==> src/rtl/lsu_bus_ctrl.sv <==
// lsu_bus_ctrl: sequences one MEM-stage load/store onto a single-beat 64-bit
// valid/ready bus, stalls the pipeline while it is outstanding and hands the
// raw read doubleword plus the unshifted byte-enable to the WB result mux.
// Optional feature macro: LSU_MISALIGN_TRAP_EN (misaligned requests complete
// immediately with misalign=1 instead of being issued on the bus).
module lsu_bus_ctrl #(
  parameter int ADDR_W = 64,
  parameter int DATA_W = 64
) (
  input  logic              clock,
  input  logic              reset,
  input  logic              req_valid,
  input  logic              req_we,
  input  logic [1:0]        req_size,
  input  logic [ADDR_W-1:0] req_addr,
  input  logic [DATA_W-1:0] req_wdata,
  output logic              stall,
  output logic              done,
  output logic [DATA_W-1:0] mem_data,
  output logic [7:0]        byte_enable,
  output logic              misalign,
  output logic              bus_valid,
  input  logic              bus_ready,
  output logic              bus_we,
  output logic [ADDR_W-1:0] bus_addr,
  output logic [DATA_W-1:0] bus_wdata,
  output logic [7:0]        bus_wstrb,
  input  logic              bus_rvalid,
  input  logic [DATA_W-1:0] bus_rdata
);

  typedef enum logic [1:0] {
    IDLE = 2'd0,
    REQ  = 2'd1,
    RESP = 2'd2,
    DONE = 2'd3
  } state_t;

  state_t              state_r;
  state_t              state_nxt_s;
  logic                misalign_req_s;
  logic [7:0]          req_be_s;
  logic [5:0]          shamt_s;
  logic                done_r;
  logic                misalign_r;
  logic                bus_valid_r;
  logic                bus_we_r;
  logic [ADDR_W-1:0]   bus_addr_r;
  logic [DATA_W-1:0]   bus_wdata_r;
  logic [7:0]          bus_wstrb_r;
  logic [DATA_W-1:0]   mem_data_r;
  logic [7:0]          byte_enable_r;

  // Unshifted byte-enable for an access size.
  function automatic logic [7:0] size_be_f(input logic [1:0] size);
    logic [7:0] be;
    case (size)
      2'd0:    be = 8'h01;
      2'd1:    be = 8'h03;
      2'd2:    be = 8'h0F;
      2'd3:    be = 8'hFF;
      default: be = 8'h00;
    endcase
    return be;
  endfunction

  // True when the byte offset is not a multiple of the access size.
  function automatic logic is_misaligned_f(input logic [1:0] size, input logic [2:0] off);
    logic mis;
    case (size)
      2'd0:    mis = 1'b0;
      2'd1:    mis = off[0];
      2'd2:    mis = |off[1:0];
      2'd3:    mis = |off;
      default: mis = 1'b0;
    endcase
    return mis;
  endfunction

  assign req_be_s = size_be_f(req_size);
  assign shamt_s  = {req_addr[2:0], 3'b000};

`ifdef LSU_MISALIGN_TRAP_EN
  assign misalign_req_s = is_misaligned_f(req_size, req_addr[2:0]);
`else
  // Misaligned requests go out normally; out-of-doubleword bytes fall off the shifts.
  assign misalign_req_s = 1'b0;
`endif

  // State register.
  always_ff @(posedge clock or posedge reset) begin
    if (reset) begin
      state_r <= IDLE;
    end else begin
      state_r <= state_nxt_s;
    end
  end

  // Next-state logic; bus_ready/bus_rvalid only matter in REQ/RESP.
  always_comb begin
    state_nxt_s = state_r;
    case (state_r)
      IDLE: begin
        if (req_valid) begin
          if (misalign_req_s) begin
            state_nxt_s = DONE;
          end else begin
            state_nxt_s = REQ;
          end
        end else begin
          state_nxt_s = IDLE;
        end
      end
      REQ: begin
        if (bus_ready) begin
          state_nxt_s = RESP;
        end else begin
          state_nxt_s = REQ;
        end
      end
      RESP: begin
        if (bus_rvalid) begin
          state_nxt_s = DONE;
        end else begin
          state_nxt_s = RESP;
        end
      end
      DONE:    state_nxt_s = IDLE;
      default: state_nxt_s = IDLE;
    endcase
  end

  // Request latch, bus request holding, response capture and completion pulse.
  always_ff @(posedge clock or posedge reset) begin
    if (reset) begin
      done_r        <= 1'b0;
      misalign_r    <= 1'b0;
      bus_valid_r   <= 1'b0;
      bus_we_r      <= 1'b0;
      bus_addr_r    <= {ADDR_W{1'b0}};
      bus_wdata_r   <= {DATA_W{1'b0}};
      bus_wstrb_r   <= 8'h00;
      mem_data_r    <= {DATA_W{1'b0}};
      byte_enable_r <= 8'h00;
    end else begin
      case (state_r)
        IDLE: begin
          done_r     <= 1'b0;
          misalign_r <= 1'b0;
          if (req_valid) begin
            byte_enable_r <= req_be_s;
            if (misalign_req_s) begin
              done_r     <= 1'b1;
              misalign_r <= 1'b1;
            end else begin
              bus_valid_r <= 1'b1;
              bus_we_r    <= req_we;
              bus_addr_r  <= {req_addr[ADDR_W-1:3], 3'b000};
              bus_wdata_r <= req_wdata << shamt_s;
              bus_wstrb_r <= req_be_s << req_addr[2:0];
            end
          end
        end
        REQ: begin
          if (bus_ready) begin
            bus_valid_r <= 1'b0;
          end
        end
        RESP: begin
          if (bus_rvalid) begin
            done_r <= 1'b1;
            if (!bus_we_r) begin
              mem_data_r <= bus_rdata;
            end
          end
        end
        DONE: begin
          done_r     <= 1'b0;
          misalign_r <= 1'b0;
        end
        default: begin
          done_r      <= 1'b0;
          misalign_r  <= 1'b0;
          bus_valid_r <= 1'b0;
        end
      endcase
    end
  end

  assign stall = ((state_r == IDLE) && req_valid) || (state_r == REQ) || (state_r == RESP);

  assign done        = done_r;
  assign misalign    = misalign_r;
  assign bus_valid   = bus_valid_r;
  assign bus_we      = bus_we_r;
  assign bus_addr    = bus_addr_r;
  assign bus_wdata   = bus_wdata_r;
  assign bus_wstrb   = bus_wstrb_r;
  assign mem_data    = mem_data_r;
  assign byte_enable = byte_enable_r;

endmodule

==> config.mk <==
export PLATFORM = sky130hd
export DESIGN_NAME = lsu_bus_ctrl
export DESIGN_NICKNAME = d
export VERILOG_FILES = /design/src/rtl/lsu_bus_ctrl.sv
export SDC_FILE = /design/constraint.sdc
export NUM_CORES = 1
export LEC_CHECK = 0
export ABC_AREA = 1
export BUFFER_PORTS_ARGS = -buffer_cell sky130_fd_sc_hd__buf_2
export CELL_PAD_IN_SITES_DETAIL_PLACEMENT = 1
export CELL_PAD_IN_SITES_GLOBAL_PLACEMENT = 1
export CORE_MARGIN = 8
export CORE_UTILIZATION = 34
export DETAILED_ROUTE_END_ITERATION = 16
export GPL_TIMING_DRIVEN = 0
export PLACE_DENSITY_LB_ADDON = 0.1
export SYNTH_ARGS = -nofsm -noshare
export SYNTH_HDL_FRONTEND = slang
export SYNTH_SLANG_ARGS = --single-unit
==> constraint.sdc <==
create_clock -name clock -period 8 [get_ports clock]
set_clock_uncertainty 0.15 [all_clocks]
set_input_delay 1.6 -clock clock [delete_from_list [all_inputs] [get_ports clock]]
set_output_delay 1.6 -clock clock [all_outputs]
set_load 0.05 [all_outputs]
# == Word-level counts from Yosys, hierarchy flattened ==
# Cells that the tools add are included.
# op_classes
addsub,0
n_mul,0
div_mod_pow,0
order_cmp,0
n_eq_ne,9
n_shift,2
mux,10
bitwise_logic,1
reduce_logical,12
# ops
op,count
<< shifter 64 x 6 -> 64 bit,1
case mux 8 bit (4 select lines),1
"== test 2 bit, second input constant",4
case mux 2 bit (4 select lines),1
<< shifter 8 x 3 -> 8 bit,1
"inequality test 2 bit, second input constant",3
AND reduction 3 bit,2
2-to-1 mux 1 bit,5
"== test 2 x 1 -> 1 bit, second input constant",2
logical NOT 2 bit,2
case mux 1 bit (2 select lines),2
AND reduction 2 bit,2
nonzero test 2 bit,2
logical OR 1 bit,2
2-to-1 mux 2 bit,1
OR reduction 2 bit,1
logical AND 1 bit,1
NOT 1 bit,1
# word_totals
ff_bits,210
latchBits,0
ramBits,0
rom_bits,0
input_bits,200
out_inout_bits,213
word_cells,43
memories,0

# == Depth between registers and ports, before layout ==
# depth
word_depth,4
ltp_mapped,8
mapped_depth_nobuf,6

# == Worst setup path after synthesis ==
# Ideal clock, no wire load.
# synth_timing
path_kind,input-to-output
start,input req_valid
end,output stall
arrival_time_ps,2575
required_time_ps,6250
slack_ps,3675
stages,5
n_path_buf,3
cell_sequence,nand2_1 -> buf_4 -> buf_4 -> buf_6 -> nand3_1
# synth_via
elab_chain_len,3
# synth_lines
item,line_no,source
"start, declared",12,"input logic req_valid,"
logical AND 1 bit,190,assign stall = ((state_r == IDLE) && req_valid) || (state_r == REQ) || (state_r == RESP);
logical OR 1 bit (2 in series),190,
"end, declared",17,"output logic stall,"
# Every way passes these cells.

# == Worst setup path in the final report ==
# Same ends and word-level chain as after synthesis.

==> results.py <==
metrics = {
    "yosys": {
        "syn_area_per_cell_um2": 7.95,
        "ys.warnings.count": 0,
        "synth_cells": 1214,
        "yosys.cell_types.count": 24,
        "synthesis.area_um2": 9650,
        "ys_ff_latch": 206,
        "ys_seq_area_share_pct": 53.4,
    },
    "sta": {
        "rsz0062_at_grt": "false",
        "period_needed_ps": 4560,
        "worst_pin_slew_ps": 882,
        "slew_violations": 0,
        "max_slew_margin_pct": 41.2,
        "holdWs_ps": 316,
        "finalCritPeriodShare_pct": 57.0,
        "setup_viol_count_final": 0,
        "hold_viol": 0,
        "fmax_mhz": 219,
    },
    "worst_setup_path": {
        "worst_path_largest_cell_delay_ps": 260,
        "critPathSlowestCell": "buf_4",
        "r2r_cells": 8,
        "reg2reg_to": "bus_addr[6]",
        "r2r_start": "state_r[0]",
        "path_cells": "buf_2 > nand2_1 > buf_4 > buf_4 > buf_6 > nand3_1 > buf_2",
        "path_delay_family": "buffers and inverters",
        "critPathArrivalTime_ps": 2810,
        "ff2ff_setup_slack_ps": 5970,
        "cp-start-kind": "input port",
        "critical_path_class": "in2out",
        "critPathBufInv": 5,
        "crit_path_max_fanout": 10,
        "end_kind": "output pin",
        "cp.required_ps": 6250,
    },
    "floorplan": {
        "io_pins": 413,
        "die_x_um": 184,
        "num_rows": 61,
        "die_h_um": 184,
        "start_util_pct": 34.6,
        "core_um2": 27900,
        "die_area_um2": 34000,
    },
    "detailed_routing": {
        "top_layer_used": "met5",
        "wl_met2_um": 20500,
        "avgRoutedWirePerCell_um": 20.6,
        "routed_wl_um": 42200,
        "met3_length_um": 3240,
        "drc": 0,
        "final_antenna_net_count": 0,
        "drtIter0Drc": 739,
        "viasPerCell": 4.83,
        "wl_met1_um": 17200,
        "drtPass1Iterations": 5,
        "vias": 9886,
    },
    "place": {
        "io_buffers": 406,
        "dp_cells": 2002,
        "hpwl_um": 33100,
        "globalplace.congestion": 0.931,
    },
    "clocking": {
        "root_buffer": "clkbuf_16",
        "htreeDepth": 1,
        "path_clk_slew_ps": 60,
        "hold_buffers": 0,
        "cts_setup_buffers": 0,
        "cts_buffers": 25,
        "insertion_delay_ps": 530,
        "post_cts_resized": 0,
        "cts_tree": "built",
        "cts.sink_count": 206,
        "clockBufferDepth": 3,
    },
    "pwr": {
        "pwr-share-seq_pct": 28.2,
        "netSwitchingFraction_pct": 53.6,
        "p_clk_share_pct": 18.0,
        "power_density_nw_per_um2": 482,
        "p_leak_nw": 7.65,
        "p_int_mw": 2.91,
        "pwr-share-comb_pct": 53.8,
        "vdd_drop_max_v": 0.000239,
        "power_mw": 6.28,
        "p_switching_mw": 3.37,
    },
    "global_route": {
        "antenna_found_initial": 2,
        "grt_pass1_wl_um": 63200,
        "grt_usage_pct": 24.3,
        "overflow": 0,
        "grt_pass1_vias": 10550,
        "grt_max_degree": 116,
    },
    "final_layout": {
        "layout.cells.non_filler": 2047,
        "final_common_cell": "nand2_1",
        "final_cell_mix": "536 x nand2_1, 440 x buf_2, 206 x dfrtp_1, 175 x nand3_1, 91 x inv_1",
        "fillerInstances": 3593,
        "final_util_pct": 46.7,
        "area_growth_pct": 34.9,
        "drive_gt1_share_pct": 31.4,
        "final_nets": 1855,
    },
    "min_path": {
        "min_to": "byte_enable[0]",
        "hp-class": "reg2reg",
        "hold_path_depth": 1,
        "holdCritStartpoint": "byte_enable[0]",
    },
    "job": {
        "cap_violations": 0,
    },
    "status": {
        "status": "completed",
    },
}
==> registers in the layout (all words and copies together) (netlist names), named ones only <==
register     count
bus_wstrb        8
done             1
bus_addr        61
bus_we           1
byte_enable      4
bus_valid        1
state_r          1
mem_data        64
bus_wdata       64
==> cell families after synthesis <==
logic type / after synthesis / synth area share, %
adder cells (fa/ha/maj): 4 / 0.519
other: 1 / 0.0389
buffers and inverters: 176 / 9.50
flip-flops: 206 / 53.4
AND/OR/NAND/NOR: 733 / 31.1
AO/OA/AOI/OAI: 94 / 5.47
==> power by group through the flow <==
stage,Clock [mW],Combinational (mW),Sequential (mW)
CTS,1.16,3.42,1.77
global route,1.20,3.58,1.83
global placement,0,3.36,1.76
finish,1.13,3.38,1.77
detailed placement,0,3.41,1.78
floorplan,0,0.780,3.41
==> cell usage after synthesis <==
library cell / number / area [µm²]
or2_1: 1 / 6.26
nor2_1: 17 / 63.8
a22oi_1: 9 / 67.6
buf_4: 19 / 143
or2_2: 1 / 6.26
nor2_2: 2 / 12.5
a22o_1: 8 / 70.1
o22ai_1: 2 / 12.5
inv_2: 3 / 11.3
a21oi_1: 3 / 15.0
conb_1: 1 / 3.75
clkbuf_1: 5 / 18.8
nor2_8: 1 / 20.0
nand2_1: 536 / 2010
o211ai_1: 1 / 7.51
inv_1: 92 / 345
nand3_1: 175 / 876
o21ai_0: 7 / 35.0
buf_2: 34 / 170
ha_1: 4 / 50.1
o21ai_1: 64 / 320
buf_6: 19 / 214
dfrtp_1: 206 / 5150
buf_1: 4 / 15.0
==> routing by layer <==
layer / vias to the layer above / track usage (%)
met5: - / 0
met4: 2 / 8.20
met3: 73 / 4.92
met2: 392 / 41.3
met1: 4737 / 30.3
li1: 4682 / -
==> metrics by stage <==
stage          TNS (ps)  area (µm²)  setup slack [ps]
6_report              0       13000              3440
3_3_place_gp    -459260       12200             -2250
3_5_place_dp          0       12200              3420
4_1_cts               0       13000              3420
5_1_grt               0       13000              3360
2_1_floorplan         0        9660               626
==> layout make-up <==
class	instances	area, µm²	share of cell area [%]
sequential	206	5150	39.6
multi-input combinational	835	3590	27.6
timing repair buffer	407	2060	15.8
clock buffer	37	711	5.46
buffer	81	561	4.31
tap	378	473	3.63
inverter	95	364	2.80
clock inverter	7	100	0.769
antenna	1	2.50	0.0192
==> how the worst max path moves through the flow <==
stage	slack [ps]	start	depth (start not counted)	endpoint
floorplan	630	reset	1	async pin
global placement	-2250	reset	2	bus_addr[23]
detailed placement	3420	req_valid	7	stall
CTS	3420	req_valid	7	stall
global route	3360	req_valid	7	stall
finish	3440	req_valid	7	stall
No activity file was read; power rests on OpenSTA's default activity.
